$ cat config.mk
export PLATFORM = sky130hd
export DESIGN_NAME = wb_arb2
export DESIGN_NICKNAME = d
export VERILOG_FILES = /design/src/rtl/wb_arb_pkg.sv /design/src/rtl/wb_arb_pick.sv /design/src/rtl/wb_arb2.sv
export SDC_FILE = /design/constraint.sdc
export NUM_CORES = 1
export LEC_CHECK = 0
export ABC_AREA = 1
export BUFFER_PORTS_ARGS = -buffer_cell sky130_fd_sc_hd__buf_2
export CORE_MARGIN = 8
export CORE_UTILIZATION = 35
export CTS_CLUSTER_DIAMETER = 30
export DETAILED_ROUTE_END_ITERATION = 8
export PLACE_DENSITY = 0.83
export SLEW_MARGIN = 10
export SYNTH_ARGS = -nofsm -noshare
export SYNTH_HDL_FRONTEND = slang
export SYNTH_SLANG_ARGS = --single-unit
export TNS_END_PERCENT = 30
$ cat constraint.sdc
create_clock -name wb_clk_i -period 1.7 [get_ports wb_clk_i]
set_input_delay 0.17 -clock wb_clk_i [delete_from_list [all_inputs] [get_ports wb_clk_i]]
set_output_delay 0.17 -clock wb_clk_i [all_outputs]
set_load 0.05 [all_outputs]
$ cat src/rtl/wb_arb_pkg.sv
// Shared definitions for the Wishbone arbiter family: grant encoding and bus width defaults.
package wb_arb_pkg;

   localparam int ADR_W_DEF = 19;
   localparam int DAT_W_DEF = 16;
   localparam int SEL_W_DEF = 2;

   // Grant states are one-hot so the state register doubles as the gnt_o bus.
   typedef enum logic [1:0] {
      ST_IDLE = 2'b00,
      ST_G0   = 2'b01,
      ST_G1   = 2'b10
   } gnt_t;

endpackage

$ cat src/rtl/wb_arb_pick.sv
// Combinational 2-way picker: fixed priority (req[0] wins) or round-robin (last owner loses ties).
module wb_arb_pick #(
   parameter bit RR = 1'b0
) (
   input  logic [1:0] req,
   input  logic       last,
   output logic [1:0] pick
);

   always_comb begin
      pick = req;
      if (req == 2'b11) begin
         pick = (RR && !last) ? 2'b10 : 2'b01;
      end
   end

endmodule

$ cat src/rtl/wb_arb2.sv
// Two-master to one-slave Wishbone arbiter with bus lock on cyc and a hold limit that forces
// handoff when the other master has been waiting for MAX_HOLD acked transfers.
//
// state   | meaning
// --------+---------------------------------------------------------------
// ST_IDLE | no owner, slave request lines held low
// ST_G0   | master 0 owns the slave until it drops cyc or the hold limit hits
// ST_G1   | master 1 owns the slave until it drops cyc or the hold limit hits
module wb_arb2
   import wb_arb_pkg::*;
#(
   parameter int ADR_W    = ADR_W_DEF,
   parameter int DAT_W    = DAT_W_DEF,
   parameter int SEL_W    = SEL_W_DEF,
   parameter bit RR       = 1'b0,
   parameter int MAX_HOLD = 8
) (
   input  logic             wb_clk_i,
   input  logic             wb_rst_i,
   input  logic [ADR_W-1:0] m0_adr_i,
   input  logic [DAT_W-1:0] m0_dat_i,
   input  logic [SEL_W-1:0] m0_sel_i,
   input  logic             m0_we_i,
   input  logic             m0_stb_i,
   input  logic             m0_cyc_i,
   output logic [DAT_W-1:0] m0_dat_o,
   output logic             m0_ack_o,
   input  logic [ADR_W-1:0] m1_adr_i,
   input  logic [DAT_W-1:0] m1_dat_i,
   input  logic [SEL_W-1:0] m1_sel_i,
   input  logic             m1_we_i,
   input  logic             m1_stb_i,
   input  logic             m1_cyc_i,
   output logic [DAT_W-1:0] m1_dat_o,
   output logic             m1_ack_o,
   output logic [ADR_W-1:0] s_adr_o,
   output logic [DAT_W-1:0] s_dat_o,
   output logic [SEL_W-1:0] s_sel_o,
   output logic             s_we_o,
   output logic             s_stb_o,
   output logic             s_cyc_o,
   input  logic [DAT_W-1:0] s_dat_i,
   input  logic             s_ack_i,
   output logic [1:0]       gnt_o
);

   gnt_t       gnt, gnt_nxt;
   logic       last, last_nxt;
   logic [7:0] hcnt, hcnt_nxt;
   logic       req0, req1;
   logic       own0, own1;
   logic       own_cyc;
   logic       other_req;
   logic       brk;
   logic       xfer_ack;
   logic [1:0] pick;

   assign req0      = m0_cyc_i & m0_stb_i;
   assign req1      = m1_cyc_i & m1_stb_i;
   assign own0      = (gnt == ST_G0);
   assign own1      = (gnt == ST_G1);
   assign own_cyc   = own0 ? m0_cyc_i : m1_cyc_i;
   assign other_req = (own0 & req1) | (own1 & req0);
   assign brk       = other_req && (hcnt == 8'(MAX_HOLD));

   wb_arb_pick #(.RR(RR)) u_pick (
      .req  ({req1, req0}),
      .last (last),
      .pick (pick)
   );

   always_comb begin
      s_adr_o = '0;
      s_dat_o = '0;
      s_sel_o = '0;
      s_we_o  = 1'b0;
      s_stb_o = 1'b0;
      s_cyc_o = 1'b0;
      if (own0) begin
         s_adr_o = m0_adr_i;
         s_dat_o = m0_dat_i;
         s_sel_o = m0_sel_i;
         s_we_o  = m0_we_i;
         s_cyc_o = m0_cyc_i;
         s_stb_o = m0_stb_i & !brk;
      end else if (own1) begin
         s_adr_o = m1_adr_i;
         s_dat_o = m1_dat_i;
         s_sel_o = m1_sel_i;
         s_we_o  = m1_we_i;
         s_cyc_o = m1_cyc_i;
         s_stb_o = m1_stb_i & !brk;
      end
   end

   // Acks are qualified by the (possibly masked) strobe so stray slave acks never reach a master.
   assign xfer_ack = s_ack_i & s_stb_o;
   assign m0_ack_o = own0 & xfer_ack;
   assign m1_ack_o = own1 & xfer_ack;
   assign m0_dat_o = s_dat_i;
   assign m1_dat_o = s_dat_i;
   assign gnt_o    = gnt;

   always_comb begin
      gnt_nxt  = gnt;
      last_nxt = last;
      hcnt_nxt = hcnt;
      case (gnt)
         ST_IDLE: begin
            hcnt_nxt = '0;
            // pick is one-hot or zero, matching the grant encoding bit for bit
            gnt_nxt  = gnt_t'(pick);
         end
         ST_G0, ST_G1: begin
            if (!own_cyc || brk) begin
               gnt_nxt  = other_req ? (own0 ? ST_G1 : ST_G0) : ST_IDLE;
               last_nxt = own1;
               hcnt_nxt = '0;
            end else if (!other_req) begin
               hcnt_nxt = '0;
            end else if (xfer_ack) begin
               hcnt_nxt = hcnt + 8'd1;
            end
         end
         default: begin
            gnt_nxt = ST_IDLE;
         end
      endcase
   end

   always_ff @(posedge wb_clk_i or posedge wb_rst_i) begin
      if (wb_rst_i) begin
         gnt  <= ST_IDLE;
         last <= 1'b1;
         hcnt <= '0;
      end else begin
         gnt  <= gnt_nxt;
         last <= last_nxt;
         hcnt <= hcnt_nxt;
      end
   end

endmodule

==> impl_results.md, run 1 <==
- Status: finished with violations
- Failing checks: negative setup slack
- Nets: 436
- Worst r2r src: gnt_o[0]
- Share of layout cells above drive strength 1: 73.0%
- Final Hold Fails: 0
- Slew @ Worst Pin: 0.454 ns
- Core area: 0.00429 mm2
- Fin. max-slew vios: 0
- Drt pass-1 iters: 5
- Fin area: between 0.003 and 0.004 mm2
- Most common cell in the netlist: nand2_1
- Hold Crit Class: input pin to primary output
- CP Buf/Inv Count: 5
- Pin count of the biggest net entering global routing: 39
- Post-Syn Area: 0.00154 mm2
- Fmax: 539 MHz
- Antenna violations before repair: 0
- CP Capture Type: primary output
- Synthesized flop and latch total: 10
- HPWL Detailed: 5650 um
- Asr flop ratio synth: 100%
- Routability Congestion: roughly 0.89
- WP depth: 8
- Final WS setup: -0.155 ns
- DRC Markers: 0
- GR Util All Layers: 20.9%
- Synth Instances: 211
- Via count: roughly 2100
- Clk Tree Root Cell: clkbuf_8
- Yosys Warn Count: 0
- Cell row count: 24
- Max-Cap Viols: 0
- Critical Path RT: roughly 1.5 ns
- Drt wl/cell: 23.8 um
- Ant diodes: 0
- Synth top area share: 21.6%
- Die height: around 82 um
- Synth Area per Inst: ~7.3 um2
- Setup crit start kind: flop
- CP max-delay cell: dfrtp_2
- Main area contributors after synthesis: a22o_1 22%, dfrtp_1 16%, buf_4 16%
- CP peak stage delay: 0.43 ns
- Synth-to-layout area growth: 104%
- CTS Buf Count: 3
- Vias in the first global route: 2041
- R2R Path End: hcnt[0]
- Max-slew headroom at the worst pin: 69.7%
- IO Port Bufs: 126
- DIE AREA: 0.00679 mm2
- Antenna-violating nets left: 0
- Boundary Pins: between 150 and 200
- CP cell instances: inv_2 > ha_4 > inv_4 > nor2_4 > buf_6 > buf_12 > a22o_2 > buf_6
- Max clock buf depth: 2
- WP data arrival: 1.69 ns
- Syn_nets: between 300 and 400
- First-pass GRT wire length: 10800 um
- Clock latency on the worst-skew pair: 0.24 ns
- Top_reg_cell synth: dfrtp_1
- Post-synthesis sequential area ratio: between 10% and 20%
- Peak supply drop: roughly 0.58 mV
- Crit-path max FO: 10
- Detailed Route WL: 9110 um
- CP startpoint: gnt_o[0]
- Crit-path leading delay family: buffers and inverters
- Leak: 1.63 nW
- Layout Skew: 0.00340 ns
- Setup violators final: 50
- Min cycle time layout: 1.86 ns
- Final worst-path cycle share: 109%
- Synth area leader: a22o_1
- Unique cell type count in the Yosys netlist: 29
- Setup CP Type: flop to primary output
- EDFF count, synth: 0
- Clock sinks: 10
- Initial Util: a little over a third
- Vias per inst: approximately 5.6
- Die Width: roughly 80 um
- Area after DPL: 0.00231 mm2
- Setup TNS: -6.18 ns
- Iteration-0 DRC Markers: between 100 and 150
- Power per Cell Area: 936 mW/mm2
- R2R cell count: 13
- Gr ovfl total: 0
- Worst reg2reg setup slack: -0.13 ns
- Most used cell, CP: buf_6
- Critical path endpoint: s_adr_o[8]
- Worst-path clk slew: approximately 0.05 ns
- CTS tree: yes
- H-tree levels: 1
- RSZ-0062 raised after global routing: yes
- Most common library cells after synthesis: 39 x nand2_1, 38 x a22o_1, 32 x buf_4
layer usage:
metal	global-route usage [%]	wire (um)	up-vias
met1	24.9	3290	1024
met3	6.60	874	39
met2	35.2	4620	146
met4	5.61	329	0
li1	-	-	939
met5	0	0	-
report_power, final:
| part | internal [W] | switching [W] |
|---|---|---|
| sequential | 0.000249 | 0.0000144 |
| combinational | 0.00103 | 0.00134 |
| clock | 0.000204 | 0.000102 |
| total | 0.00149 | 0.00145 |
stage by stage:
stage	power, W	utilization (%)	instances	setup slack (ns)	hold slack [ns]
finish	0.00294	73.2	382	-0.155	0.340
global placement	0.00189	53.8	359	0.0187	0.165
detailed placement	0.00191	53.8	359	-0.0194	0.176
CTS	0.00271	68.1	378	-0.110	0.341
global route	0.00305	73.2	382	-0.217	0.340
floorplan	0.00170	-	211	-0.0812	0.0100
final cells by class:
| class | instances | area [um2] |
|---|---|---|
| Clock buffer | 4 | 55.1 |
| Fill cell | 274 | 1150 |
| Inverter | 18 | 87.6 |
| Multi-Input combinational cell | 143 | 1350 |
| Sequential cell | 10 | 253 |
| Tap cell | 52 | 65.1 |
| Timing Repair Buffer | 155 | 1330 |
registers in the layout, indices dropped and copies added, names as in the netlist:
name and count:
gnt_o 2, hcnt 8
what timing repair did:
item                                    4_1_cts  5_1_grt
setup buffers                                11        2
endpoints found under the setup margin       41       52
gates resized for setup                     111       36
cloned                                        3        2
hold endpoints to repair                     10        0
pin swaps                                     7       20
hold buffers                                  1        0
logic make-up after synthesis:
group | synth area share (%)
AND/OR/NAND/NOR | 29.2
buffers and inverters | 23.3
AO/OA/AOI/OAI | 25.9
flip-flops | 16.2
adder cells (fa/ha/maj) | 4.86
XOR/XNOR | 0.567
cell usage in the layout (no fill, tap or decap), types with 4 or more instances in the layout:
cell	synthesis	final
buf_2	4	84
buf_6	1	39
nand2_1	39	34
a22o_4	0	26
buf_8	0	14
nand2_2	10	12
a22o_2	0	12
inv_1	15	11
buf_4	32	10
nand3_1	9	9
nor2_1	13	8
dfrtp_1	10	8
nand2_8	1	5
nand4_1	5	5
nor2_4	1	4
clkbuf_8	0	4
buf_16	0	4
worst min path at each step:
stage / end / depth (start not counted) / slack (ns) / start
floorplan: hcnt[0] / 1 / 0.01 / wb_rst_i
detailed placement: hcnt[1] / 2 / 0.18 / wb_rst_i
global route: m1_dat_o[3] / 0 / 0.34 / s_dat_i[3]
global placement: hcnt[1] / 2 / 0.17 / wb_rst_i
finish: m0_dat_o[15] / 0 / 0.34 / s_dat_i[15]
CTS: m0_dat_o[9] / 0 / 0.34 / s_dat_i[9]
No activity file was read; power rests on OpenSTA's default activity.
==> run 2, diff against run 1 <==
--- a/config.mk
+++ b/config.mk
@@ -5,7 +5,6 @@
 export SDC_FILE = /design/constraint.sdc
 export NUM_CORES = 1
 export LEC_CHECK = 0
-export ABC_AREA = 1
 export BUFFER_PORTS_ARGS = -buffer_cell sky130_fd_sc_hd__buf_2
 export CORE_MARGIN = 8
 export CORE_UTILIZATION = 35
@@ -16,4 +15,3 @@
 export SYNTH_ARGS = -nofsm -noshare
 export SYNTH_HDL_FRONTEND = slang
 export SYNTH_SLANG_ARGS = --single-unit
-export TNS_END_PERCENT = 30
==> run 2 against run 1 <==
Against the previous run:
- the run still ends with negative setup slack left
- sequential cell count stayed put
- highest routed layer unchanged
- core utilization is 19 points higher
- largest power group unchanged
- via count is 30% higher
- first-iteration DRC count is 130% higher
- critical path type unchanged
- clock skew is 0.0017 ns lower
==> impl_results.md, run 2 <==
- Clock latency on the worst-skew pair: 0.25 ns (was 0.24 ns)
- Boundary Pins: 175 (unchanged)
- Leak: 1.85 nW (was 1.63 nW)
- Drt pass-1 iters: 5 (unchanged)
- Antenna-violating nets left: 0 (unchanged)
- Gr ovfl total: 0 (unchanged)
- CP cell instances: ha_4 > nand3b_1 > buf_4 > a21oi_4 > a21boi_4 > and2_4 > buf_8 (was inv_2 > ha_4 > inv_4 > nor2_4 > buf_6 > buf_12 > a22o_2 > buf_6)
- Setup violators final: 52 (was 50)
- Main area contributors after synthesis: nand2_1 21%, dfrtp_1 16%, buf_4 15% (was a22o_1 22%, dfrtp_1 16%, buf_4 16%)
- Max clock buf depth: 2 (unchanged)
- Final WS setup: -0.523 ns (was -0.155 ns)
- RSZ-0062 raised after global routing: yes (unchanged)
- Initial Util: 35.9% (was 36.0%)
- Commonest non-fill, non-tap cells in the layout: 84 x buf_2, 40 x nand2_1, 38 x o21ai_4, 28 x buf_6, 28 x buf_4 (was 84 x buf_2, 39 x buf_6, 34 x nand2_1, 26 x a22o_4, 14 x buf_8)
- Layout Skew: 0.00171 ns (was 0.00340 ns)
- Synth Area per Inst: 6.09 um2 (was 7.32 um2)
- R2R Path End: hcnt[0] (unchanged)
- Hold path depth: 0 (unchanged)
- Critical Path RT: 1.53 ns (about the same)
- CTS Buf Count: 3 (unchanged)
- Vias in the first global route: 2540 (was 2041)
- Pin count of the biggest net entering global routing: 24 (was 39)
- Max reg flops: 8 (unchanged)
- Final worst-path cycle share: 131% (was 109%)
- Slew @ Worst Pin: 0.509 ns (was 0.454 ns)
- Synth top area share: 21.3% (was 21.6%)
- Clock sinks: 10 (unchanged)
- P_int: 0.00290 W (was 0.00149 W)
- Min cycle time layout: 2.22 ns (was 1.86 ns)
- Clk Tree Root Cell: clkbuf_8 (unchanged)
- Net Switching: 0.00345 W (was 0.00145 W)
- Power per Cell Area: 1600 mW/mm2 (was 936 mW/mm2)
- Clock power share: 5.1% (was 10.4%)
- Synth Instances: 255 (was 211)
- HPWL Detailed: 5090 um (was 5650 um)
- CP max-delay cell: dfrtp_2 (unchanged)
- Post-Syn Area: 0.00155 mm2 (was 0.00154 mm2)
- Worst hold endpoint: m0_dat_o[8] (was m0_dat_o[15])
- Nets: 499 (was 436)
- Fmax: 450 MHz (was 539 MHz)
- IO Port Bufs: 126 (unchanged)
- Routability Congestion: 0.877 (was 0.885)
- Post-synthesis sequential area ratio: 16.1% (was 16.2%)
- GR Util All Layers: 25.0% (was 20.9%)
- Hold path start: s_dat_i[8] (was s_dat_i[15])
- Max-slew headroom at the worst pin: 65.6% (was 69.7%)
- Detailed Route WL: 12800 um (was 9110 um)
- Fin. max-slew vios: 0 (unchanged)
- Via count: 2791 (was 2148)
- Core area: 0.00432 mm2 (was 0.00429 mm2)
- Worst-path clk slew: 0.05 ns (about the same)
- Drt wl/cell: 28.9 um (was 23.8 um)
- Most common cell in the netlist: nand2_1 (unchanged)
- Die Width: 82.6 um (was 82.4 um)
- Vias per inst: 6.27 (was 5.62)
- Synth area leader: nand2_1 (was a22o_1)
- Die height: 82.6 um (was 82.4 um)
- WP data arrival: 2.05 ns (was 1.69 ns)
- Setup crit start kind: flop (unchanged)
- Crit-path max FO: 3 (was 10)
- Asr flop ratio synth: 100% (unchanged)
- Antenna violations before repair: 0 (unchanged)
- Syn_nets: 360 (was 316)
- DIE AREA: 0.00683 mm2 (was 0.00679 mm2)
- Setup CP Type: flop to primary output (unchanged)
- Share of layout cells above drive strength 1: 76.8% (was 73.0%)
- Unique cell type count in the Yosys netlist: 39 (was 29)
- R2R cell count: 11 (was 13)
- Failing checks: negative setup slack (unchanged)
- Peak supply drop: 1.18 mV (was 0.580 mV)
- # placed instances: 412 (was 359)
- Final Hold Fails: 0 (unchanged)
- Non-filler cells, final: 445 (was 382)
- Max-Cap Viols: 0 (unchanged)
- Sequential share of power: 4.5% (was 9.0%)
- Status: finished with violations (unchanged)
- Worst r2r src: gnt_o[1] (was gnt_o[0])
- Worst reg2reg setup slack: -0.50 ns (was -0.13 ns)
- H-tree levels: 1 (unchanged)
- CP Capture Type: primary output (unchanged)
- Commonest non-fill, non-tap cell in the layout: buf_2 (unchanged)
- Hold Crit Class: input pin to primary output (unchanged)
- Switch share: 54.4% (was 49.4%)
- DRC Markers: 0 (unchanged)
- Cell row count: 24 (unchanged)
- CTS tree: yes (unchanged)
- Iteration-0 DRC Markers: 323 (was 142)
- Filler cell count: 141 (was 274)
- Ant diodes: 0 (unchanged)
- Synthesized flop and latch total: 10 (unchanged)
- Logic pwr share: 90.3% (was 80.6%)
- Top_reg_cell synth: dfrtp_1 (unchanged)
- EDFF count, synth: 0 (unchanged)
- Most common library cells after synthesis: 88 x nand2_1, 39 x o21ai_0, 32 x buf_4 (was 39 x nand2_1, 38 x a22o_1, 32 x buf_4)
- Final hold slack: 0.340 ns (about the same)
- First-pass GRT wire length: 13300 um (was 10800 um)
- Synth-to-layout area growth: 156% (was 104%)
- CP peak stage delay: 0.45 ns (was 0.43 ns)
- Yosys Warn Count: 0 (unchanged)
- Biggest register: hcnt (unchanged)
[run 2: critical path, delay by kind of cell, from the launching register on]
kind | cells | cell delay [ns]
and+or+nand+nor | 2 | 0.43
DFF | 1 | 0.45
buffers and inverters | 2 | 0.34
AOI/OAI and AO/OA | 2 | 0.39
adders and majority gates | 1 | 0.19
[run 2: through the flow]
stage | setup slack, ns | utilization (%) | setup TNS, ns | power [W] | area (um2)
2_1_floorplan | -0.482 | - | -6.72 | 0.00328 | 2090
3_3_place_gp | -0.258 | 61.5 | -4.84 | 0.00372 | 2660
3_5_place_dp | -0.311 | 61.5 | -6.34 | 0.00377 | 2660
4_1_cts | -0.308 | 82.6 | -8.32 | 0.00554 | 3570
5_1_grt | -0.552 | 91.9 | -14.60 | 0.00648 | 3980
6_report | -0.523 | 91.9 | -12.80 | 0.00634 | 3980
[run 2: worst max-delay path by stage]
stage / startpoint / end / slack [ns]
floorplan: gnt_o[1] / hcnt[5] / -0.48
global placement: gnt_o[1] / hcnt[5] / -0.26
CTS: gnt_o[0] / hcnt[5] / -0.31
detailed placement: gnt_o[1] / hcnt[5] / -0.31
finish: gnt_o[0] / m0_ack_o / -0.52
global route: gnt_o[1] / hcnt[0] / -0.55
[run 2: power groups by stage]
stage,clock network [W],logic (W),registers [W]
6_report,0.000325,0.00573,0.000289
5_1_grt,0.000343,0.00585,0.000290
3_3_place_gp,0,0.00343,0.000287
3_5_place_dp,0,0.00348,0.000291
4_1_cts,0.000316,0.00493,0.000290
2_1_floorplan,0,0.00293,0.000347
[run 2: logic make-up (layout without fill, tap and decap cells)]
kind of cell	count (synthesis)	in the layout	share of synthesized area, %
simple gates	115	115	31.5
flops	10	10	16.1
buf+inv	58	196	21.9
mux	2	2	1.37
fa+ha+maj	6	6	4.83
compound gates	64	64	24.3
[run 2: cell type report]
class	count	area [um2]	area share, %
sequential	10	253	6.36
tap	52	65.1	1.64
timing repair buffer	181	1730	43.6
clock buffer	4	55.1	1.38
inverter	11	46.3	1.16
multi-input combinational	187	1820	45.9
[run 2: routing by layer]
| metal | part of all wire, % | up-vias | GRT usage [%] |
|---|---|---|---|
| li1 | - | 1107 | - |
| met1 | 32 | 1313 | 27.5 |
| met2 | 49 | 287 | 46.9 |
| met3 | 12 | 84 | 5.09 |
| met4 | 7.3 | 0 | 7.07 |
| met5 | 0 | - | 0 |
[run 2: what timing repair did]
action | 4_1_cts | 5_1_grt
hold buffers | 1 | 0
buffers inserted | 11 | 9
cloned | 9 | 4
endpoints found under the hold margin | 10 | 0
endpoints found under the setup margin | 52 | 52
gates resized for setup | 145 | 81
pin swaps | 15 | 22
==> run 3, diff against run 2 <==
==> constraint.sdc (replaced) <==
create_clock -name wb_clk_i -period 2.1 [get_ports wb_clk_i]
set_input_delay 0.21 -clock wb_clk_i [delete_from_list [all_inputs] [get_ports wb_clk_i]]
set_output_delay 0.21 -clock wb_clk_i [all_outputs]
set_load 0.05 [all_outputs]
==> run 3 against run 2 <==
Against the previous run:
- the run still ends with negative setup slack left
- via count shrank 25%
- sequential power shrank 21%
- sequential share of layout area grew 3.5 points
- sequential cell count is the same
- routed wire length shrank 50%
- critical endpoint is now hcnt[7]
- largest power group unchanged
==> impl_results.md, run 3 (same netlist as run 2, synthesis figures left out) <==
- First-pass GRT wire length: 9400 um (was 13300 um)
- Commonest non-fill, non-tap cell in the layout: buf_2 (unchanged)
- Final worst-path cycle share: 104%
- Nets: 466 (was 499)
- DRC Markers: 0 (unchanged)
- Worst-path clk slew: 0.06 ns (was 0.05 ns)
- Iteration-0 DRC Markers: 110 (was 323)
- Power per Cell Area: 1240 mW/mm2 (was 1600 mW/mm2)
- CP peak stage delay: 0.45 ns (about the same)
- Clk Tree Root Cell: clkbuf_8 (unchanged)
- Worst r2r src: gnt_o[0] (was gnt_o[1])
- Drt pass-1 iters: 5 (unchanged)
- Initial Util: 35.9% (unchanged)
- Setup violators final: 3 (was 52)
- Max-Cap Viols: 0 (unchanged)
- RSZ-0062 raised after global routing: yes (unchanged)
- Via count: 2094 (was 2791)
- Final WS setup: -0.0920 ns (was -0.523 ns)
- Crit-path max FO: 4 (was 3)
- Boundary Pins: 175 (unchanged)
- Vias in the first global route: 1975 (was 2540)
- Clock power share: 6.9% (was 5.1%)
- Sequential share of power: 7.2% (was 4.5%)
- Synth-to-layout area growth: 65.0% (was 156%)
- DIE AREA: 0.00683 mm2 (unchanged)
- CTS Buf Count: 3 (unchanged)
- Leak: 1.27 nW (was 1.85 nW)
- CTS tree: yes (unchanged)
- Final hold slack: 0.420 ns (was 0.340 ns)
- Net Switching: 0.00201 W (was 0.00345 W)
- Antenna violations before repair: 0 (unchanged)
- Clock latency on the worst-skew pair: 0.24 ns (was 0.25 ns)
- H-tree levels: 1 (unchanged)
- Status: finished with violations (unchanged)
- Top routing layer used: met4 (unchanged)
- Drt wl/cell: 15.7 um (was 28.9 um)
- CP startpoint: gnt_o[0] (unchanged)
- Logic pwr share: 85.9% (was 90.3%)
- Commonest non-fill, non-tap cells in the layout: 114 x buf_2, 87 x nand2_1, 25 x buf_4, 20 x o21ai_2, 11 x o21ai_1 (was 84 x buf_2, 40 x nand2_1, 38 x o21ai_4, 28 x buf_6, 28 x buf_4)
- Antenna-violating nets left: 0 (unchanged)
- Ant diodes: 0 (unchanged)
- Pin count of the biggest net entering global routing: 51 (was 24)
- Core area: 0.00432 mm2 (unchanged)
- P_int: 0.00116 W (was 0.00290 W)
- Hold path start: s_dat_i[13] (was s_dat_i[8])
- Wl on met1: 2400 um (was 4050 um)
- Final Hold Fails: 0 (unchanged)
- Fmax: 456 MHz
- Die Width: 82.6 um (unchanged)
- Setup TNS: -0.108 ns (was -12.80 ns)
- Min cycle time layout: 2.19 ns
- R2R cell count: 7 (was 11)
- Filler cell count: 396 (was 141)
- Met3 WL: 625 um (was 1550 um)
- Biggest register: hcnt (unchanged)
- Slew @ Worst Pin: 0.423 ns (was 0.509 ns)
- Max-slew headroom at the worst pin: 71.7% (was 65.6%)
- Switch share: 63.3% (was 54.4%)
- Routed length on met2: 3300 um (was 6300 um)
- WP data arrival: 2.32 ns (was 2.05 ns)
- Cell row count: 24 (unchanged)
- CP Capture Type: flop (was primary output)
- CP max-delay cell: dfrtp_2 (unchanged)
- Failing checks: negative setup slack (unchanged)
- Critical Path RT: 2.23 ns (was 1.53 ns)
- HPWL Detailed: 5070 um (was 5090 um)
- IO Port Bufs: 126 (unchanged)
- Final design utilization: 59.3% (was 91.9%)
- Pre-CTS setup slack: -0.0220 ns (was -0.311 ns)
- Clock sinks: 10 (unchanged)
- Setup crit start kind: flop (unchanged)
- Hold path depth: 0 (unchanged)
- Share of layout cells above drive strength 1: 55.0% (was 76.8%)
- GR Util All Layers: 17.2% (was 25.0%)
- Fin. max-slew vios: 0 (unchanged)
- Max clock buf depth: 2 (unchanged)
- Hold Crit Class: input pin to primary output (unchanged)
- Peak supply drop: 0.968 mV (was 1.18 mV)
- Most used cell, CP: a21o_1
- Max reg flops: 8 (unchanged)
- Setup CP Type: flop to flop (was flop to primary output)
- CP cell instances: ha_4 > nand3b_1 > buf_6 > a2111oi_4 > nand4_1 > a21o_1 > a21o_1 (was ha_4 > nand3b_1 > buf_4 > a21oi_4 > a21boi_4 > and2_4 > buf_8)
- Vias per inst: 5.08 (was 6.27)
- Layout Skew: 0.00647 ns (was 0.00171 ns)
- Gr ovfl total: 0 (unchanged)
- Detailed Route WL: 6460 um (was 12800 um)
- Routability Congestion: 0.932 (was 0.877)
- Die height: 82.6 um (unchanged)
==> run 3: cell types whose count changed in the layout (fill, tap and decap cells not counted), sizes merged <==
cell	change
buf	-29
clkbuf	-4
==> run 3: metal layers <==
metal | up-vias | GRT usage, %
met5 | - | 0
met3 | 20 | 3.35
met1 | 943 | 18.7
met2 | 94 | 32.7
met4 | 0 | 5.00
li1 | 1037 | -
==> run 3: final cells by class <==
cell class	count	area, um2	area share, %
Inverter	11	43.8	1.71
Multi-Input combinational cell	187	1260	49.0
Tap cell	52	65.1	2.54
Clock buffer	4	45.0	1.76
Sequential cell	10	253	9.86
Timing Repair Buffer	148	900	35.1
==> run 3: repair_timing <==
item,4_1_cts,5_1_grt
endpoints found under the setup margin,37,24
setup buffers,2,6
resized for setup,23,16
hold endpoints to repair,10,0
hold buffers,1,0
pin swaps,2,10
==> run 3: power groups by stage <==
stage               logic, W  clock network, W  registers (W)
global route         0.00287          0.000232       0.000229
finish               0.00273          0.000218       0.000229
global placement     0.00247                 0       0.000232
floorplan            0.00202                 0       0.000281
CTS                  0.00262          0.000218       0.000232
detailed placement   0.00250                 0       0.000236
==> run 3: final timing paths <==
kind                                end  slack (ns)
max                             hcnt[7]       -0.09
min                        m0_dat_o[13]        0.42
max reg2reg                     hcnt[7]       -0.09
min reg2reg                     hcnt[1]        0.52
max in group asynchronous      gnt_o[0]        1.30
min in group asynchronous      gnt_o[1]        0.50
==> run 3: critical path: cells and delay by family, from the launching register on <==
kind	cells	cell delay, ns
AND/OR/NAND/NOR	2	0.46
flip-flops	1	0.45
AO/OA/AOI/OAI	3	0.80
buffers and inverters	1	0.17
adder cells (fa/ha/maj)	1	0.19
==> run 3: through the flow <==
step / std cells / area [um2] / total power, W
5_1_grt: 412 / 2560 / 0.00333
3_3_place_gp: 399 / 2300 / 0.00270
6_report: 412 / 2560 / 0.00317
4_1_cts: 406 / 2440 / 0.00307
3_5_place_dp: 399 / 2300 / 0.00274
2_1_floorplan: 255 / 1800 / 0.00230
